### src/rtl/rf_wb_arbiter_if.sv
// ============================================================================
// Module : rf_wb_arbiter_if
// Brief  : Writeback requester bus and register-file write port bundle.
// Rev    : 1.0  initial release
// ============================================================================
`default_nettype none

interface rf_wb_arbiter_if #(
  parameter int NUM_REQ = 2,
  parameter int ADDR_W  = 5,
  parameter int DATA_W  = 32
);
  localparam int ID_W = (NUM_REQ > 1) ? $clog2(NUM_REQ) : 1;

  logic                      hold;
  logic [NUM_REQ-1:0]        req_valid;
  logic [NUM_REQ-1:0]        req_ready;
  logic [NUM_REQ*ADDR_W-1:0] req_addr;
  logic [NUM_REQ*DATA_W-1:0] req_data;
  logic                      wr_en;
  logic [ADDR_W-1:0]         wr_addr;
  logic [DATA_W-1:0]         wr_data;
  logic [ID_W-1:0]           grant_id;
  logic                      conflict;

  modport master (
    output hold, req_valid, req_addr, req_data,
    input  req_ready, wr_en, wr_addr, wr_data, grant_id, conflict
  );

  modport slave (
    input  hold, req_valid, req_addr, req_data,
    output req_ready, wr_en, wr_addr, wr_data, grant_id, conflict
  );
endinterface

`default_nettype wire

### src/rtl/rf_wb_arbiter.sv
// ============================================================================
// Module : rf_wb_arbiter
// Brief  : Round-robin arbiter for the register file's single write port.
// Rev    : 1.0  initial release
// ============================================================================
`default_nettype none

module rf_wb_arbiter #(
  parameter int NUM_REQ = 2,
  parameter int ADDR_W  = 5,
  parameter int DATA_W  = 32
) (
  input  logic           clk,
  input  logic           rst,
  rf_wb_arbiter_if.slave bus
);
  localparam int              ID_W    = (NUM_REQ > 1) ? $clog2(NUM_REQ) : 1;
  localparam logic [ID_W-1:0] LAST_ID = ID_W'(NUM_REQ - 1);

  logic [ID_W-1:0]    ptr;
  logic [ID_W-1:0]    ptr_nxt;
  logic [ID_W-1:0]    gnt_idx;
  logic               gnt_found;
  logic               many;
  logic [NUM_REQ-1:0] nz;
  logic [NUM_REQ-1:0] elig;
  logic [NUM_REQ-1:0] zero_ack;
  logic [NUM_REQ-1:0] gnt_onehot;
  logic [ADDR_W-1:0]  addr_a [NUM_REQ];
  logic [DATA_W-1:0]  data_a [NUM_REQ];

  generate
    for (genvar i = 0; i < NUM_REQ; i++) begin : g_slice
      assign addr_a[i] = bus.req_addr[i*ADDR_W +: ADDR_W];
      assign data_a[i] = bus.req_data[i*DATA_W +: DATA_W];
      assign nz[i]     = |addr_a[i];
    end
  endgenerate

  // Reset also blocks grants so nothing is acknowledged that cannot be written.
  assign elig     = bus.req_valid & nz & {NUM_REQ{~(bus.hold | rst)}};
  assign zero_ack = bus.req_valid & ~nz;

  always_comb begin : find_winner
    int              idx;
    logic [ID_W-1:0] idx_v;
    gnt_found = 1'b0;
    gnt_idx   = '0;
    idx       = 0;
    idx_v     = '0;
    for (int k = 0; k < NUM_REQ; k++) begin
      idx = int'(ptr) + k;
      if (idx >= NUM_REQ) idx = idx - NUM_REQ;
      idx_v = ID_W'(idx);
      if (!gnt_found && elig[idx_v]) begin
        gnt_found = 1'b1;
        gnt_idx   = idx_v;
      end
    end
  end

  always_comb begin : count_eligible
    int cnt;
    cnt = 0;
    for (int i = 0; i < NUM_REQ; i++) cnt = cnt + int'(elig[i]);
    many = (cnt > 1);
  end

  always_comb begin
    gnt_onehot = '0;
    if (gnt_found) gnt_onehot[gnt_idx] = 1'b1;
  end

  assign ptr_nxt       = (gnt_idx == LAST_ID) ? '0 : gnt_idx + ID_W'(1);
  assign bus.req_ready = zero_ack | gnt_onehot;

  always_ff @(posedge clk or posedge rst) begin
    if (rst) begin
      ptr          <= '0;
      bus.wr_en    <= 1'b0;
      bus.wr_addr  <= '0;
      bus.wr_data  <= '0;
      bus.grant_id <= '0;
      bus.conflict <= 1'b0;
    end else begin
      bus.wr_en    <= gnt_found;
      bus.conflict <= many;
      if (gnt_found) begin
        ptr          <= ptr_nxt;
        bus.wr_addr  <= addr_a[gnt_idx];
        bus.wr_data  <= data_a[gnt_idx];
        bus.grant_id <= gnt_idx;
      end
    end
  end
endmodule

`default_nettype wire
### src/flat_wrapper.sv
// flat-port wrapper written by rule: the top's interface ports become plain ports
module rf_wb_arbiter_flat 
#(
  parameter int NUM_REQ = 2,
  parameter int ADDR_W  = 5,
  parameter int DATA_W  = 32
)
  (clk, rst, bus_hold, bus_req_valid, bus_req_addr, bus_req_data, bus_req_ready, bus_wr_en, bus_wr_addr, bus_wr_data, bus_grant_id, bus_conflict);
  rf_wb_arbiter_if #(.NUM_REQ(NUM_REQ), .ADDR_W(ADDR_W), .DATA_W(DATA_W)) bus_i ();
  input  logic clk;
  input  logic rst;
  input wire logic [$bits(bus_i.hold)-1:0] bus_hold;
  input wire logic [$bits(bus_i.req_valid)-1:0] bus_req_valid;
  input wire logic [$bits(bus_i.req_addr)-1:0] bus_req_addr;
  input wire logic [$bits(bus_i.req_data)-1:0] bus_req_data;
  output wire logic [$bits(bus_i.req_ready)-1:0] bus_req_ready;
  output wire logic [$bits(bus_i.wr_en)-1:0] bus_wr_en;
  output wire logic [$bits(bus_i.wr_addr)-1:0] bus_wr_addr;
  output wire logic [$bits(bus_i.wr_data)-1:0] bus_wr_data;
  output wire logic [$bits(bus_i.grant_id)-1:0] bus_grant_id;
  output wire logic [$bits(bus_i.conflict)-1:0] bus_conflict;
  assign bus_i.hold = bus_hold;
  assign bus_i.req_valid = bus_req_valid;
  assign bus_i.req_addr = bus_req_addr;
  assign bus_i.req_data = bus_req_data;
  assign bus_req_ready = bus_i.req_ready;
  assign bus_wr_en = bus_i.wr_en;
  assign bus_wr_addr = bus_i.wr_addr;
  assign bus_wr_data = bus_i.wr_data;
  assign bus_grant_id = bus_i.grant_id;
  assign bus_conflict = bus_i.conflict;
  rf_wb_arbiter #(.NUM_REQ(NUM_REQ), .ADDR_W(ADDR_W), .DATA_W(DATA_W)) u_core (.clk(clk), .rst(rst), .bus(bus_i));
endmodule
### config.mk
export PLATFORM = sky130hd
export DESIGN_NAME = rf_wb_arbiter_flat
export DESIGN_NICKNAME = d
export VERILOG_FILES = /design/src/rtl/rf_wb_arbiter_if.sv /design/src/rtl/rf_wb_arbiter.sv /design/src/flat_wrapper.sv
export SDC_FILE = /design/constraint.sdc
export NUM_CORES = 1
export LEC_CHECK = 0
export CORE_AREA = 2 2 107 68
export DETAILED_ROUTE_END_ITERATION = 12
export DIE_AREA = 0 0 109 70
export PLACE_DENSITY = 0.66
export SLEW_MARGIN = 10
export SYNTH_ARGS = -nofsm -noshare
export SYNTH_HDL_FRONTEND = slang
export SYNTH_SLANG_ARGS = --single-unit
### constraint.sdc
create_clock -name clk -period 3.8 [get_ports clk]
set_input_delay 0.57 -clock clk [delete_from_list [all_inputs] [get_ports clk]]
set_output_delay 0.57 -clock clk [all_outputs]
set_load 0.005 [all_outputs]
# After elaboration in Yosys (flattened, before gate mapping)
# Cells that the tools add are included.
# op_classes
n_lt_le_gt_ge	8
n_addsub	5
n_bitwise	8
n_reduce_logical	5
n_mux	20
# op_table
op	count
two-way mux 32 bit	3
greater-than comparator 32 x 2 -> 1 bit, second input constant	1
two-way mux 5 bit	3
two-way mux 1 bit	12
OR reduction 5 bit	2
bitwise AND 2 bit	3
less-than comparator 1 x 2 -> 1 bit, second input constant	3
>= comparator 2 bit, second input constant	2
adder 1 x 1 -> 2 bit	1
adder 1 x 1 -> 2 bit, second input constant	1
>= comparator 1 x 2 -> 1 bit, second input constant	1
logical AND 1 bit	2
two-way mux 2 bit	1
inverter 1 -> 2 bit	1
inverter 2 bit	1
OR 2 bit	1
subtractor 1 bit, second input constant	2
adder 1 bit, second input constant	1
demux 1 bit (select 1 bit)	1
>= comparator 1 bit, second input constant	1
zero test 1 bit	1
inverter 1 bit	1
OR 1 bit	1
# word_totals
regBits	41
output_inout_bits	42

# Logic depth before layout (Yosys ltp)
# logic_depth
word_depth	15
depth_mapped	6
mapped_depth_nobuf	4

# Worst setup path before layout
# OpenSTA, ideal clock, no wires.
# synth_timing
path_kind	input -> output
from	input port bus_req_addr[5]
to	output port bus_req_ready[0]
arrival_ns	1.898
setup_slack_ns	1.332
required_ns	3.230
stages	5
path_cell_list	or4_4 o211a_4 mux2i_4 buf_4 a21o_1
# synth_between
elab_chain_cells	15
# synth_rtl
item	line_no	text
start, declared	flat_wrapper.sv:14	input wire logic [$bits(bus_i.req_addr)-1:0] bus_req_addr;
OR reduction 5 bit *	rf_wb_arbiter.sv:36	assign nz[i] = |addr_a[i];
bitwise AND 2 bit * (2 in series)	rf_wb_arbiter.sv:41	assign elig = bus.req_valid & nz & {NUM_REQ{~(bus.hold | rst)}};
two-way mux 1 bit (implied by the code) (2 in series)	rf_wb_arbiter.sv:55	if (!gnt_found && elig[idx_v]) begin
two-way mux 1 bit	rf_wb_arbiter.sv:55	
zero test 1 bit	rf_wb_arbiter.sv:55	
logical AND 1 bit	rf_wb_arbiter.sv:55	
two-way mux 1 bit	rf_wb_arbiter.sv:55	
less-than comparator 1 x 2 -> 1 bit (implied by the code) or >= comparator 1 bit (tied branches)	rf_wb_arbiter.sv:71	if (gnt_found) gnt_onehot[gnt_idx] = 1'b1;
logical AND 1 bit (implied by the code)	rf_wb_arbiter.sv:71	
two-way mux 1 bit (implied by the code)	rf_wb_arbiter.sv:71	
demux 1 bit (select 1 bit)	n/a	
two-way mux 2 bit *	rf_wb_arbiter.sv:71	
OR 2 bit *	rf_wb_arbiter.sv:75	assign bus.req_ready = zero_ack | gnt_onehot;
end, declared	flat_wrapper.sv:16	output wire logic [$bits(bus_i.req_ready)-1:0] bus_req_ready;
# Mark *: on every way between the ends. The rest lies on a longest branch, timed or not. The select of a mux whose other input is x is not followed.

# Worst setup path after layout
# Ends and elaborated chain as after synthesis.

==> key figures <==
Outcome
  – Status: finished, final reports clean

Die
  – Die width: ~110 µm
  – Die Height: roughly 70 µm
  – Core ar.: 0.00682 mm²
  – Initial core utilization: 0.283
  – Io pins: 121
  – Row count: 24
  – Full die area: 0.00763 mm²

Clocking
  – CTS tree: done
  – Clock Sinks: between 40 and 50
  – Clk pin slew, worst setup/hold paths: ~0.080 ns
  – H-Tree Depth: 2
  – Clock root cell: clkbuf_8
  – Post-CTS Setup Bufs: 0
  – Clk_lat worst skew: ~0.29 ns
  – # hold bufs at CTS: 0
  – Post-CTS Resized: 0
  – CTS buffer count: 5
  – Max Buffers Root-to-Sink: 2

STA
  – Unrepaired setup endpoints after global routing: no
  – Final Critical Period: 3.41 ns
  – # setup viols final: 0
  – Final WS setup: around 0.39 ns
  – Hold WS: between 0.4 and 0.5 ns
  – Setup TNS: 0 ns
  – Layout Skew: ~0.0063 ns
  – Fmax: between 0.2 and 0.3 GHz
  – Final-report hold violation count: 0
  – Worst-margin pin slew: between 0.5 and 0.6 ns
  – Final worst-path cycle share: 0.898
  – Slew HR: 0.645
  – Fin. max-slew vios: 0

Worst setup path
  – CP arrival: roughly 2.8 ns
  – WS Path Type: in2out
  – CP max-delay cell: or4_4
  – Most used cell, CP: clkdlybuf4s50_1
  – Type of origin of the critical path: input pin
  – Slowest Stage Delay on Critical Path: about 0.58 ns
  – CP top delay family: buffers and inverters
  – CP required: 3.23 ns
  – Crit Path Max Fanout: 39
  – Buffer and inverter count on the worst path: 2
  – Sequence of cells on the critical path: clkdlybuf4s50_1, or4_4, o211a_4, mux2i_4, a21o_1, clkdlybuf4s50_1
  – CP endpoint kind: output port

Job
  – Number of max-cap violations: 0

Route
  – DR WL met3: around 400 µm
  – Max Used Layer: met4
  – Antenna Nets Post-Route: 0
  – 1st-iter DRT viols: ~90
  – TritonRoute pass-1 iters: 4
  – Vias: between 1,500 and 2,000
  – WL met1: just over 3000 µm
  – Wire per inst: 16.9 µm
  – # DRC: 0
  – Vias per inst: 4.98
  – Wire length on met2: 2680 µm
  – Routed WL: about 6200 µm

Cells and area
  – Synthesis-to-finish area growth: 70.7%
  – Util after Layout: 0.484
  – Fill cells: between 600 and 700
  – Net count, final: ~350
  – Storage element area: around 0.0010 mm²
  – Share of cells above drive strength 1: 0.0800
  – Diodes inserted: 0
  – Multi-input gate area: between 700 and 800 µm²

Place
  – # port buffers: 120
  – DP Wirelength: between 4000 and 5000 µm
  – Pre-CTS WS: ~0.40 ns
  – GP Congestion: between 0.7 and 0.8

Pwr
  – VDD IR-drop max: 195 µV
  – Pwr/cell area: 415 mW/mm²
  – Switch share: 0.248
  – Flop pwr share: 0.416
  – Leakage: around 0.0015 µW
  – Combinational Power Share: 0.315
  – NetSw: 340 µW
  – P_int: 1030 µW
  – Clock power share: 0.269

Synthesis
  – Yosys reg bits: 41
  – Syn Nets: about 240
  – Synth top area share: 0.531
  – Synthesized instance count: around 160
  – Area of the mapped netlist: 0.00193 mm²
  – Ys Warns: 0
  – Async set-reset flop share out of synthesis: 1.00
  – Most common cell in the synthesized netlist: dfrtp_1
  – Dominant cell type by area after synthesis: dfrtp_1
  – Sequential-to-total area share from yosys stat: 0.531
  – Leading cell types by count after synthesis: dfrtp_1 (41), a221o_1 (37), and3_1 (33)
  – Count of unique library cells instantiated by Yosys: 23
  – Average cell area after synthesis: between 10 and 15 µm²
  – EDFF count, synth: 0
  – Top cells by area, synth: dfrtp_1 (53%), a221o_1 (19%), and3_1 (11%), buf_4 (2.3%), buf_6 (2.3%)
  – Main flop type after synthesis: dfrtp_1

Global routing
  – Largest net degree at the start of global routing: 42
  – Initial antenna violation count: 0
  – Global route overflow: 0
  – Vias in the first global route: approximately 1,900
  – First-pass GRT wire length: slightly below 10,000 µm
  – Tot GR Track Use: 0.165

Min path
  – Worst hold-check path type: reg2reg
==> layout by cell type (no fill, tap or decap), types with 2 or more instances in the layout <==
master           instances
a21o_1                   3
a21oi_1                  4
a221o_1                 37
and3_1                  33
buf_4                    6
clkbuf_8                 6
clkdlybuf4s50_1        120
dfrtp_1                 41
nand2_1                  5
nor2_1                   3
o21ai_2                  2
or4_4                    2
==> worst register-to-register path: stages (launching register included) <==
cell	delay, ns
dfrtp_1	0.40
nor2b_1	0.14
o21ai_2	0.12
buf_4	0.25
and3_1	0.22
a221o_1	0.27
==> routing by layer <==
metal  vias up  GRT usage
met1       890      0.242
met4         0     0.0313
met5         -          0
met2        65      0.239
met3         6     0.0486
li1        861          -
==> per-stage QoR <==
| step | area, µm² | power [µW] | std cells |
|---|---|---|---|
| finish | 3300 | 1370 | 366 |
| global route | 3300 | 1450 | 366 |
| CTS | 3300 | 1390 | 366 |
| detailed placement | 3180 | 1010 | 358 |
| global placement | 3180 | 1010 | 358 |
| floorplan | 1930 | 722 | 157 |
==> kinds of logic after synthesis <==
kind of cell | Yosys count | synth area share
AO/OA/AOI/OAI | 49 | 0.238
buffers and inverters | 18 | 0.0635
flip-flops | 41 | 0.531
multiplexers | 1 | 0.0117
AND/OR/NAND/NOR | 48 | 0.155
==> worst paths after layout <==
check	startpoint	slack [ns]	depth (start not counted)	to
setup / recovery	bus_req_addr[5]	0.39	6	bus_req_ready[0]
hold / removal	u_core.bus.grant_id	0.49	1	u_core.bus.grant_id
setup reg to reg	u_core.ptr	2.28	5	u_core.bus.wr_data[3]
hold reg to reg	u_core.bus.grant_id	0.49	1	u_core.bus.grant_id
max in group asynchronous	rst	2.64	3	u_core.bus.wr_data[28]
min in group asynchronous	rst	0.79	3	u_core.bus.wr_data[22]
==> area by class of cell <==
type,count,area share
Clock buffer,6,0.0250
Clock inverter,2,0.0114
Inverter,2,0.00228
Multi-Input combinational cell,98,0.238
Sequential cell,41,0.311
Tap cell,91,0.0345
Timing Repair Buffer,126,0.378
==> power by group through the flow <==
stage               Combinational, µW  Clock, µW  Sequential, µW
floorplan                         142          0             581
global placement                  433          0             577
detailed placement                436          0             577
CTS                               437        384             571
global route                      462        407             583
finish                            431        368             570
==> registers in the layout, summed over array words and instances (netlist names) <==
signal / count
u_core.bus.conflict: 1
u_core.ptr: 1
u_core.bus.wr_data: 32
u_core.bus.wr_en: 1
u_core.bus.grant_id: 1
u_core.bus.wr_addr: 5
Note: power is estimated with default switching activity, not from simulation.
